$ cat src/rtl/calc_pkg.sv
// calc_pkg -- shared definitions for the calculator initiator.
//   Operand/result widths, the calculator op encodings, the initiator FSM
//   state encoding and the packed command entry held in the command FIFO.
package calc_pkg;

   localparam int OPND_W = 8;
   localparam int RES_W  = 16;
   localparam int OP_W   = 2;
   localparam int CMD_W  = OP_W + 2 * OPND_W;

   typedef enum logic [OP_W-1:0] {
      OP_ADD = 2'b00,
      OP_SUB = 2'b01,
      OP_MUL = 2'b10,
      OP_DIV = 2'b11
   } calc_op_e;

   typedef enum logic [1:0] {
      S_IDLE  = 2'b00,
      S_ISSUE = 2'b01,
      S_WAIT  = 2'b10,
      S_RESP  = 2'b11
   } state_e;

   // FIFO entry layout {op, a, b}
   typedef struct packed {
      calc_op_e          op;
      logic [OPND_W-1:0] a;
      logic [OPND_W-1:0] b;
   } cmd_t;

endpackage

$ cat src/rtl/calc_initiator_if.sv
// calc_initiator_if -- bundles the three handshakes of the initiator.
//   cmd_*  : command push port (valid/ready), operands and op
//   calc_* : calculator side, operands/op/start out, result/done/dbz in
//   rsp_*  : response port (valid/ready), result, op, dbz and timeout flags
// Modports: master = initiator side, slave = environment side.
interface calc_initiator_if;
   import calc_pkg::*;

   logic                 cmd_valid;
   logic                 cmd_ready;
   logic [OPND_W-1:0]    cmd_a;
   logic [OPND_W-1:0]    cmd_b;
   logic [OP_W-1:0]      cmd_op;

   logic [OPND_W-1:0]    calc_a;
   logic [OPND_W-1:0]    calc_b;
   logic [OP_W-1:0]      calc_op;
   logic                 calc_start;
   logic [RES_W-1:0]     calc_result;
   logic                 calc_done;
   logic                 calc_dbz;

   logic                 rsp_valid;
   logic                 rsp_ready;
   logic [RES_W-1:0]     rsp_result;
   logic [OP_W-1:0]      rsp_op;
   logic                 rsp_dbz;
   logic                 rsp_timeout;

   modport master (
      input  cmd_valid, cmd_a, cmd_b, cmd_op,
      output cmd_ready,
      output calc_a, calc_b, calc_op, calc_start,
      input  calc_result, calc_done, calc_dbz,
      output rsp_valid, rsp_result, rsp_op, rsp_dbz, rsp_timeout,
      input  rsp_ready
   );

   modport slave (
      output cmd_valid, cmd_a, cmd_b, cmd_op,
      input  cmd_ready,
      input  calc_a, calc_b, calc_op, calc_start,
      output calc_result, calc_done, calc_dbz,
      input  rsp_valid, rsp_result, rsp_op, rsp_dbz, rsp_timeout,
      output rsp_ready
   );

endinterface

$ cat src/rtl/calc_cmd_fifo.sv
// calc_cmd_fifo -- synchronous command FIFO.
//   clk, rst_n          : clock, async active-low reset (empties the FIFO)
//   push, push_data     : write request and entry
//   pop, pop_data       : read request and head entry (head is combinational)
//   full, empty         : status
// Pointers carry one extra wrap bit so full and empty are distinguishable.
// A pop in the same cycle as a push on a full FIFO frees the slot being
// written: the head is read out before the edge overwrites it.
module calc_cmd_fifo #(
   parameter int DEPTH = 4,
   parameter int WIDTH = 18
) (
   input  logic             clk,
   input  logic             rst_n,
   input  logic             push,
   input  logic [WIDTH-1:0] push_data,
   input  logic             pop,
   output logic [WIDTH-1:0] pop_data,
   output logic             full,
   output logic             empty
);

   localparam int AW = $clog2(DEPTH);

   logic [AW:0]      wr_ptr_q, wr_ptr_d;
   logic [AW:0]      rd_ptr_q, rd_ptr_d;
   logic [WIDTH-1:0] mem_q [DEPTH];
   logic             do_push;
   logic             do_pop;

   assign empty    = (wr_ptr_q == rd_ptr_q);
   assign full     = (wr_ptr_q[AW] != rd_ptr_q[AW]) &&
                     (wr_ptr_q[AW-1:0] == rd_ptr_q[AW-1:0]);
   assign pop_data = mem_q[rd_ptr_q[AW-1:0]];

   assign do_pop  = pop && !empty;
   assign do_push = push && (!full || do_pop);

   always_comb begin
      wr_ptr_d = wr_ptr_q;
      rd_ptr_d = rd_ptr_q;
      if (do_push) wr_ptr_d = wr_ptr_q + (AW+1)'(1);
      if (do_pop)  rd_ptr_d = rd_ptr_q + (AW+1)'(1);
   end

   always_ff @(posedge clk or negedge rst_n) begin
      if (!rst_n) begin
         wr_ptr_q <= '0;
         rd_ptr_q <= '0;
      end else begin
         wr_ptr_q <= wr_ptr_d;
         rd_ptr_q <= rd_ptr_d;
      end
   end

   always_ff @(posedge clk) begin
      if (do_push) mem_q[wr_ptr_q[AW-1:0]] <= push_data;
   end

endmodule

$ cat src/rtl/calc_initiator.sv
// calc_initiator -- queues calculator commands and sequences them onto a
// calculator, returning one response per command in order.
//   clk, rst_n : clock, async active-low reset
//   bus        : calc_initiator_if.master (cmd_*, calc_*, rsp_* handshakes)
//   busy       : FSM not idle or commands still queued
// ADD/SUB/MUL results are combinational in the calculator and are sampled
// after one WAIT cycle; DIV is started with a one-cycle calc_start and
// completes on calc_done.
// Optional build macro CALC_TIMEOUT_EN: bounds the DIV wait to TIMEOUT_CYC
// cycles, after which a timeout response (result 16'hFFFF) is returned.
//
//   state | meaning
//   IDLE  | nothing in flight; pops the FIFO head when non-empty
//   ISSUE | operands presented; calc_start pulsed for DIV
//   WAIT  | one cycle for ADD/SUB/MUL, until calc_done (or timeout) for DIV
//   RESP  | rsp_valid held with captured fields until rsp_ready
module calc_initiator
   import calc_pkg::*;
#(
   parameter int FIFO_DEPTH  = 4,
   parameter int TIMEOUT_CYC = 64
) (
   input  logic               clk,
   input  logic               rst_n,
   calc_initiator_if.master   bus,
   output logic               busy
);

   if (FIFO_DEPTH < 2 || (FIFO_DEPTH & (FIFO_DEPTH - 1)) != 0) begin : g_bad_depth
      $error("FIFO_DEPTH must be a power of 2 and at least 2");
   end
   if (TIMEOUT_CYC < 1) begin : g_bad_timeout
      $error("TIMEOUT_CYC must be at least 1");
   end

   state_e            state_q, state_d;
   logic [OPND_W-1:0] calc_a_q, calc_a_d;
   logic [OPND_W-1:0] calc_b_q, calc_b_d;
   calc_op_e          calc_op_q, calc_op_d;
   logic [RES_W-1:0]  rsp_result_q, rsp_result_d;
   calc_op_e          rsp_op_q, rsp_op_d;
   logic              rsp_dbz_q, rsp_dbz_d;
   logic              calc_start;

   logic              fifo_pop;
   logic              fifo_full;
   logic              fifo_empty;
   logic              cmd_ready;
   logic [CMD_W-1:0]  fifo_rdata;
   cmd_t              fifo_head;

`ifdef CALC_TIMEOUT_EN
   localparam int TMR_W = (TIMEOUT_CYC > 1) ? $clog2(TIMEOUT_CYC) : 1;
   logic [TMR_W-1:0]  timer_q, timer_d;
   logic              rsp_timeout_q, rsp_timeout_d;
`endif

   // A pop in this cycle frees a slot, so a full FIFO can still accept.
   assign cmd_ready = !fifo_full || fifo_pop;
   assign fifo_head = cmd_t'(fifo_rdata);

   calc_cmd_fifo #(
      .DEPTH (FIFO_DEPTH),
      .WIDTH (CMD_W)
   ) u_fifo (
      .clk       (clk),
      .rst_n     (rst_n),
      .push      (bus.cmd_valid && cmd_ready),
      .push_data ({bus.cmd_op, bus.cmd_a, bus.cmd_b}),
      .pop       (fifo_pop),
      .pop_data  (fifo_rdata),
      .full      (fifo_full),
      .empty     (fifo_empty)
   );

   always_comb begin
      state_d      = state_q;
      calc_a_d     = calc_a_q;
      calc_b_d     = calc_b_q;
      calc_op_d    = calc_op_q;
      rsp_result_d = rsp_result_q;
      rsp_op_d     = rsp_op_q;
      rsp_dbz_d    = rsp_dbz_q;
      fifo_pop     = 1'b0;
      calc_start   = 1'b0;
`ifdef CALC_TIMEOUT_EN
      timer_d       = timer_q;
      rsp_timeout_d = rsp_timeout_q;
`endif
      case (state_q)
         S_IDLE: begin
            if (!fifo_empty) begin
               fifo_pop  = 1'b1;
               calc_a_d  = fifo_head.a;
               calc_b_d  = fifo_head.b;
               calc_op_d = fifo_head.op;
               state_d   = S_ISSUE;
            end
         end
         S_ISSUE: begin
            if (calc_op_q == OP_DIV) begin
               calc_start = 1'b1;
`ifdef CALC_TIMEOUT_EN
               timer_d    = TMR_W'(TIMEOUT_CYC - 1);
`endif
            end
            state_d = S_WAIT;
         end
         S_WAIT: begin
            // calc_done only matters for DIV; done on the expiry cycle wins.
            if (calc_op_q != OP_DIV || bus.calc_done) begin
               rsp_result_d = bus.calc_result;
               rsp_op_d     = calc_op_q;
               rsp_dbz_d    = (calc_op_q == OP_DIV) && bus.calc_dbz;
`ifdef CALC_TIMEOUT_EN
               rsp_timeout_d = 1'b0;
`endif
               state_d      = S_RESP;
            end
`ifdef CALC_TIMEOUT_EN
            else if (timer_q == '0) begin
               rsp_result_d  = 16'hFFFF;
               rsp_op_d      = calc_op_q;
               rsp_dbz_d     = 1'b0;
               rsp_timeout_d = 1'b1;
               state_d       = S_RESP;
            end else begin
               timer_d = timer_q - TMR_W'(1);
            end
`endif
         end
         S_RESP: begin
            if (bus.rsp_ready) state_d = S_IDLE;
         end
         default: state_d = S_IDLE;
      endcase
   end

   always_ff @(posedge clk or negedge rst_n) begin
      if (!rst_n) begin
         state_q      <= S_IDLE;
         calc_a_q     <= '0;
         calc_b_q     <= '0;
         calc_op_q    <= OP_ADD;
         rsp_result_q <= '0;
         rsp_op_q     <= OP_ADD;
         rsp_dbz_q    <= 1'b0;
      end else begin
         state_q      <= state_d;
         calc_a_q     <= calc_a_d;
         calc_b_q     <= calc_b_d;
         calc_op_q    <= calc_op_d;
         rsp_result_q <= rsp_result_d;
         rsp_op_q     <= rsp_op_d;
         rsp_dbz_q    <= rsp_dbz_d;
      end
   end

`ifdef CALC_TIMEOUT_EN
   always_ff @(posedge clk or negedge rst_n) begin
      if (!rst_n) begin
         timer_q       <= '0;
         rsp_timeout_q <= 1'b0;
      end else begin
         timer_q       <= timer_d;
         rsp_timeout_q <= rsp_timeout_d;
      end
   end
   assign bus.rsp_timeout = rsp_timeout_q;
`else
   assign bus.rsp_timeout = 1'b0;
`endif

   assign bus.cmd_ready  = cmd_ready;
   assign bus.calc_a     = calc_a_q;
   assign bus.calc_b     = calc_b_q;
   assign bus.calc_op    = calc_op_q;
   assign bus.calc_start = calc_start;
   assign bus.rsp_valid  = (state_q == S_RESP);
   assign bus.rsp_result = rsp_result_q;
   assign bus.rsp_op     = rsp_op_q;
   assign bus.rsp_dbz    = rsp_dbz_q;
   assign busy           = (state_q != S_IDLE) || !fifo_empty;

endmodule

$ cat src/flat_wrapper.sv
// flat-port wrapper written by rule: the top's interface ports become plain ports
module calc_initiator_flat import calc_pkg::*;
#(
   parameter int FIFO_DEPTH  = 4,
   parameter int TIMEOUT_CYC = 64
)
  (clk, rst_n, busy, bus_cmd_valid, bus_cmd_a, bus_cmd_b, bus_cmd_op, bus_cmd_ready, bus_calc_a, bus_calc_b, bus_calc_op, bus_calc_start, bus_calc_result, bus_calc_done, bus_calc_dbz, bus_rsp_valid, bus_rsp_result, bus_rsp_op, bus_rsp_dbz, bus_rsp_timeout, bus_rsp_ready);
  calc_initiator_if bus_i ();
  input  logic clk;
  input  logic rst_n;
  output logic busy;
  input wire logic [$bits(bus_i.cmd_valid)-1:0] bus_cmd_valid;
  input wire logic [$bits(bus_i.cmd_a)-1:0] bus_cmd_a;
  input wire logic [$bits(bus_i.cmd_b)-1:0] bus_cmd_b;
  input wire logic [$bits(bus_i.cmd_op)-1:0] bus_cmd_op;
  output wire logic [$bits(bus_i.cmd_ready)-1:0] bus_cmd_ready;
  output wire logic [$bits(bus_i.calc_a)-1:0] bus_calc_a;
  output wire logic [$bits(bus_i.calc_b)-1:0] bus_calc_b;
  output wire logic [$bits(bus_i.calc_op)-1:0] bus_calc_op;
  output wire logic [$bits(bus_i.calc_start)-1:0] bus_calc_start;
  input wire logic [$bits(bus_i.calc_result)-1:0] bus_calc_result;
  input wire logic [$bits(bus_i.calc_done)-1:0] bus_calc_done;
  input wire logic [$bits(bus_i.calc_dbz)-1:0] bus_calc_dbz;
  output wire logic [$bits(bus_i.rsp_valid)-1:0] bus_rsp_valid;
  output wire logic [$bits(bus_i.rsp_result)-1:0] bus_rsp_result;
  output wire logic [$bits(bus_i.rsp_op)-1:0] bus_rsp_op;
  output wire logic [$bits(bus_i.rsp_dbz)-1:0] bus_rsp_dbz;
  output wire logic [$bits(bus_i.rsp_timeout)-1:0] bus_rsp_timeout;
  input wire logic [$bits(bus_i.rsp_ready)-1:0] bus_rsp_ready;
  assign bus_i.cmd_valid = bus_cmd_valid;
  assign bus_i.cmd_a = bus_cmd_a;
  assign bus_i.cmd_b = bus_cmd_b;
  assign bus_i.cmd_op = bus_cmd_op;
  assign bus_cmd_ready = bus_i.cmd_ready;
  assign bus_calc_a = bus_i.calc_a;
  assign bus_calc_b = bus_i.calc_b;
  assign bus_calc_op = bus_i.calc_op;
  assign bus_calc_start = bus_i.calc_start;
  assign bus_i.calc_result = bus_calc_result;
  assign bus_i.calc_done = bus_calc_done;
  assign bus_i.calc_dbz = bus_calc_dbz;
  assign bus_rsp_valid = bus_i.rsp_valid;
  assign bus_rsp_result = bus_i.rsp_result;
  assign bus_rsp_op = bus_i.rsp_op;
  assign bus_rsp_dbz = bus_i.rsp_dbz;
  assign bus_rsp_timeout = bus_i.rsp_timeout;
  assign bus_i.rsp_ready = bus_rsp_ready;
  calc_initiator #(.FIFO_DEPTH(FIFO_DEPTH), .TIMEOUT_CYC(TIMEOUT_CYC)) u_core (.clk(clk), .rst_n(rst_n), .bus(bus_i), .busy(busy));
endmodule
$ cat config.mk
export PLATFORM = sky130hd
export DESIGN_NAME = calc_initiator_flat
export DESIGN_NICKNAME = d
export VERILOG_FILES = /design/src/rtl/calc_pkg.sv /design/src/rtl/calc_initiator_if.sv /design/src/rtl/calc_cmd_fifo.sv /design/src/rtl/calc_initiator.sv /design/src/flat_wrapper.sv
export SDC_FILE = /design/constraint.sdc
export NUM_CORES = 1
export LEC_CHECK = 0
export ABC_AREA = 1
export CORE_ASPECT_RATIO = 1.1
export CORE_MARGIN = 8
export CORE_UTILIZATION = 41
export CTS_CLUSTER_SIZE = 25
export DETAILED_ROUTE_END_ITERATION = 7
export GPL_ROUTABILITY_DRIVEN = 0
export PLACE_DENSITY_LB_ADDON = 0.3
export SLEW_MARGIN = 25
export SYNTH_ARGS = -nofsm -noshare
export SYNTH_HDL_FRONTEND = slang
export SYNTH_SLANG_ARGS = --single-unit
$ cat constraint.sdc
create_clock -name clk -period 2.1 [get_ports clk]
set_input_delay 0.21 -clock clk [delete_from_list [all_inputs] [get_ports clk]]
set_output_delay 0.21 -clock clk [all_outputs]
set_load 0.1 [all_outputs]
==> metrics.csv <==
metric;value;unit
Max Cap Violations;0;
syn nets;505;
Max Freq;504;MHz
Crit-path slowest cell;dfrtp_1;
Top Ports;82;
Die X;119;um
most frequent cells after synthesis;nand2_1 (137), nor2_1 (77), edfxtp_1 (72);
initial antenna violation count;0;
HPWL after DPL;6900;um
Core Rows;41;
Die Ht;129;um
cell with the most instances after synthesis;nand2_1;
CTS tree;done;
Post-Syn Area;4780;um2
Rel. slew slack;61.2;%
Inserted Clock Buffers;17;
nets@finish;596;
worst path cell trace;inv_1, ha_1, buf_6, nand4_1, buf_12;
Final setup viols;0;
share of the synthesized area in the top cell type;45.2;%
WP buf/inv;3;
CTS Sinks;117;
status;finished, final reports clean;
Non-Filler Instances;710;
Hold Crit Class;in -> reg;
max-slew violation count;0;
cell total after placement;676;
GRT Overall Usage;13.5;%
Core ar.;11400;um2
GR Overflow Total;0;
Mapped Avg Cell Area;10.5;um2
clk buf depth;2;
Yosys cell types;21;
largest stage delay on the critical path;0.41;ns
unrepaired setup endpoints after global routing;no;
Antenna Violating Nets Remaining;0;
Startpoint Class;register;
Critical Path AT;1.77;ns
Top delay family on crit path;buffers and inverters;
worst slew pin tran;0.581;ns
Port Buf Inserts;80;
routed vias;3376;
area delta synth->final;32.8;%
Worst-path clk slew;0.05;ns
minimum clock period;1.98;ns
Seq cells post-synth;117;
pin count of the biggest net entering global routing;46;
total detailed-routing wirelength;10100;um
EDFF count, synth;72;
Area contributors post-synth;edfxtp_1 (45%), dfrtp_1 (24%), nand2_1 (11%), nor2_1 (6.0%), o21ai_0 (4.0%);
Setup Skew;0.00505;ns
drt wl/cell;14.3;um
ys flop type;edfxtp_1;
crit share post-route;94.4;%
Antenna diodes;0;
Initial DRC Count;275;
reg-to-reg slack, setup;0.14;ns
DR DRC count;0;
Worst Path Max Fanout;24;
H-tree levels;4;
Yosys Warn Count;0;
crit end category;output port;
Crit Path Category;reg -> out;
Clock Tree Root;clkbuf_16;
area leader, netlist;edfxtp_1;
Clk Latency, worst-skew pair;0.40;ns
Die ar.;15400;um2
vias in the first global route;3330;
Async SR Flop Fraction;38.5;%
sequential fraction of the synthesis area;68.7;%
share of post-route cells with drive strength above 1;17.1;%
first-pass GRT wire length;16300;um
Gate Count Post-Synth;456;
vias per std cell;4.75;
Fin. Hold Viols;0;
# fillers;944;
initial core utilization;41.8;%
number of detailed-routing iterations run before antenna repair;4;
CP required;1.89;ns
## cells by family after synthesis
logic type               share of synthesized area (%)
adder cells (fa/ha/maj)                           2.35
AO/OA/AOI/OAI                                     4.16
other                                           0.0784
XOR/XNOR                                         0.366
flip-flops                                        68.7
AND/OR/NAND/NOR                                   20.6
buffers and inverters                             3.69
## area by class of cell
cell class / count / area [um2] / area share, %
Sequential cell: 117 / 3290 / 51.8
Multi-Input combinational cell: 300 / 1360 / 21.4
Timing Repair Buffer: 94 / 842 / 13.3
Clock buffer: 17 / 425 / 6.70
Clock inverter: 15 / 188 / 2.95
Tap cell: 150 / 188 / 2.95
Inverter: 17 / 63.8 / 1.00
## per-layer routing
metal	vias up	track usage, %	share of wire [%]
li1	1682	-	-
met5	-	0	0
met2	123	21.4	47
met1	1557	16.2	44
met3	14	5.09	7.0
met4	0	5.88	1.8
## registers in the layout (all words and copies together) (netlist names), 3 cells and up
name and cells:
u_core.u_fifo.mem_q 72, u_core.bus.rsp_result 16, u_core.bus.calc_a 8, u_core.bus.calc_b 8
u_core.u_fifo.rd_ptr_q 3, u_core.u_fifo.wr_ptr_q 3
## through the flow
| step | hold slack, ns | instance area, um2 | util [%] | setup slack, ns | setup TNS, ns |
|---|---|---|---|---|---|
| floorplan | -0.0856 | 4820 | - | -0.156 | -0.312 |
| global placement | 0.326 | 5720 | 50.0 | 0.222 | 0 |
| detailed placement | 0.333 | 5720 | 50.0 | 0.147 | 0 |
| CTS | 0.345 | 6350 | 55.5 | 0.0516 | 0 |
| global route | 0.350 | 6350 | 55.5 | 0.0363 | 0 |
| finish | 0.357 | 6350 | 55.5 | 0.117 | 0 |
## worst register-to-register path: cells and delay by family, from the launching register on
| kind | cells | cell delay [ns] |
|---|---|---|
| DFF | 1 | 0.41 |
| adders and majority gates | 1 | 0.19 |
| and+or+nand+nor | 4 | 0.89 |
| buffers and inverters | 1 | 0.11 |
## path summary, 6_finish.rpt
kind / cells after the start / to / startpoint
worst max-delay path: 5 / busy / u_core.state_q[0]
worst min-delay path: 3 / u_core.bus.rsp_result[7] / bus_calc_result[7]
worst max register to register: 6 / u_core.u_fifo.mem_q[0][2] / u_core.state_q[0]
worst min register to register: 2 / u_core.bus.calc_b[1] / u_core.bus.calc_b[1]
max in group asynchronous: 3 / u_core.bus.rsp_op[1] / rst_n
min in group asynchronous: 3 / u_core.bus.rsp_result[12] / rst_n
## layout by cell type, fill, tap and decap left out, types with 2 or more instances in the layout
master | Yosys | final
clkinv_1 | 1 | 5
buf_12 | 0 | 3
clkdlybuf4s50_1 | 0 | 38
ha_1 | 9 | 9
bufinv_16 | 0 | 4
nand2_2 | 3 | 3
dfrtp_1 | 45 | 45
clkbuf_16 | 0 | 17
buf_4 | 6 | 50
nand4_1 | 2 | 2
clkinv_4 | 0 | 2
inv_1 | 14 | 14
nand2_1 | 137 | 136
inv_2 | 2 | 2
nor2_1 | 77 | 73
o21ai_0 | 38 | 38
nand3_1 | 28 | 28
nor2_4 | 0 | 4
edfxtp_1 | 72 | 72
clkinvlp_4 | 0 | 4
xor2_1 | 2 | 2
## repair_timing
| action | CTS | global route |
|---|---|---|
| buffers inserted | 1 | 0 |
| setup endpoints to repair | 1 | 1 |
| pin swaps | 1 | 0 |
| endpoints found under the hold margin | 45 | 0 |
| gates resized for setup | 0 | 1 |
| cloned | 0 | 0 |
| hold buffers | 1 | 0 |
Power is not shown: default switching activity piles up to over one toggle a cycle in this logic, so the estimate is an artifact.
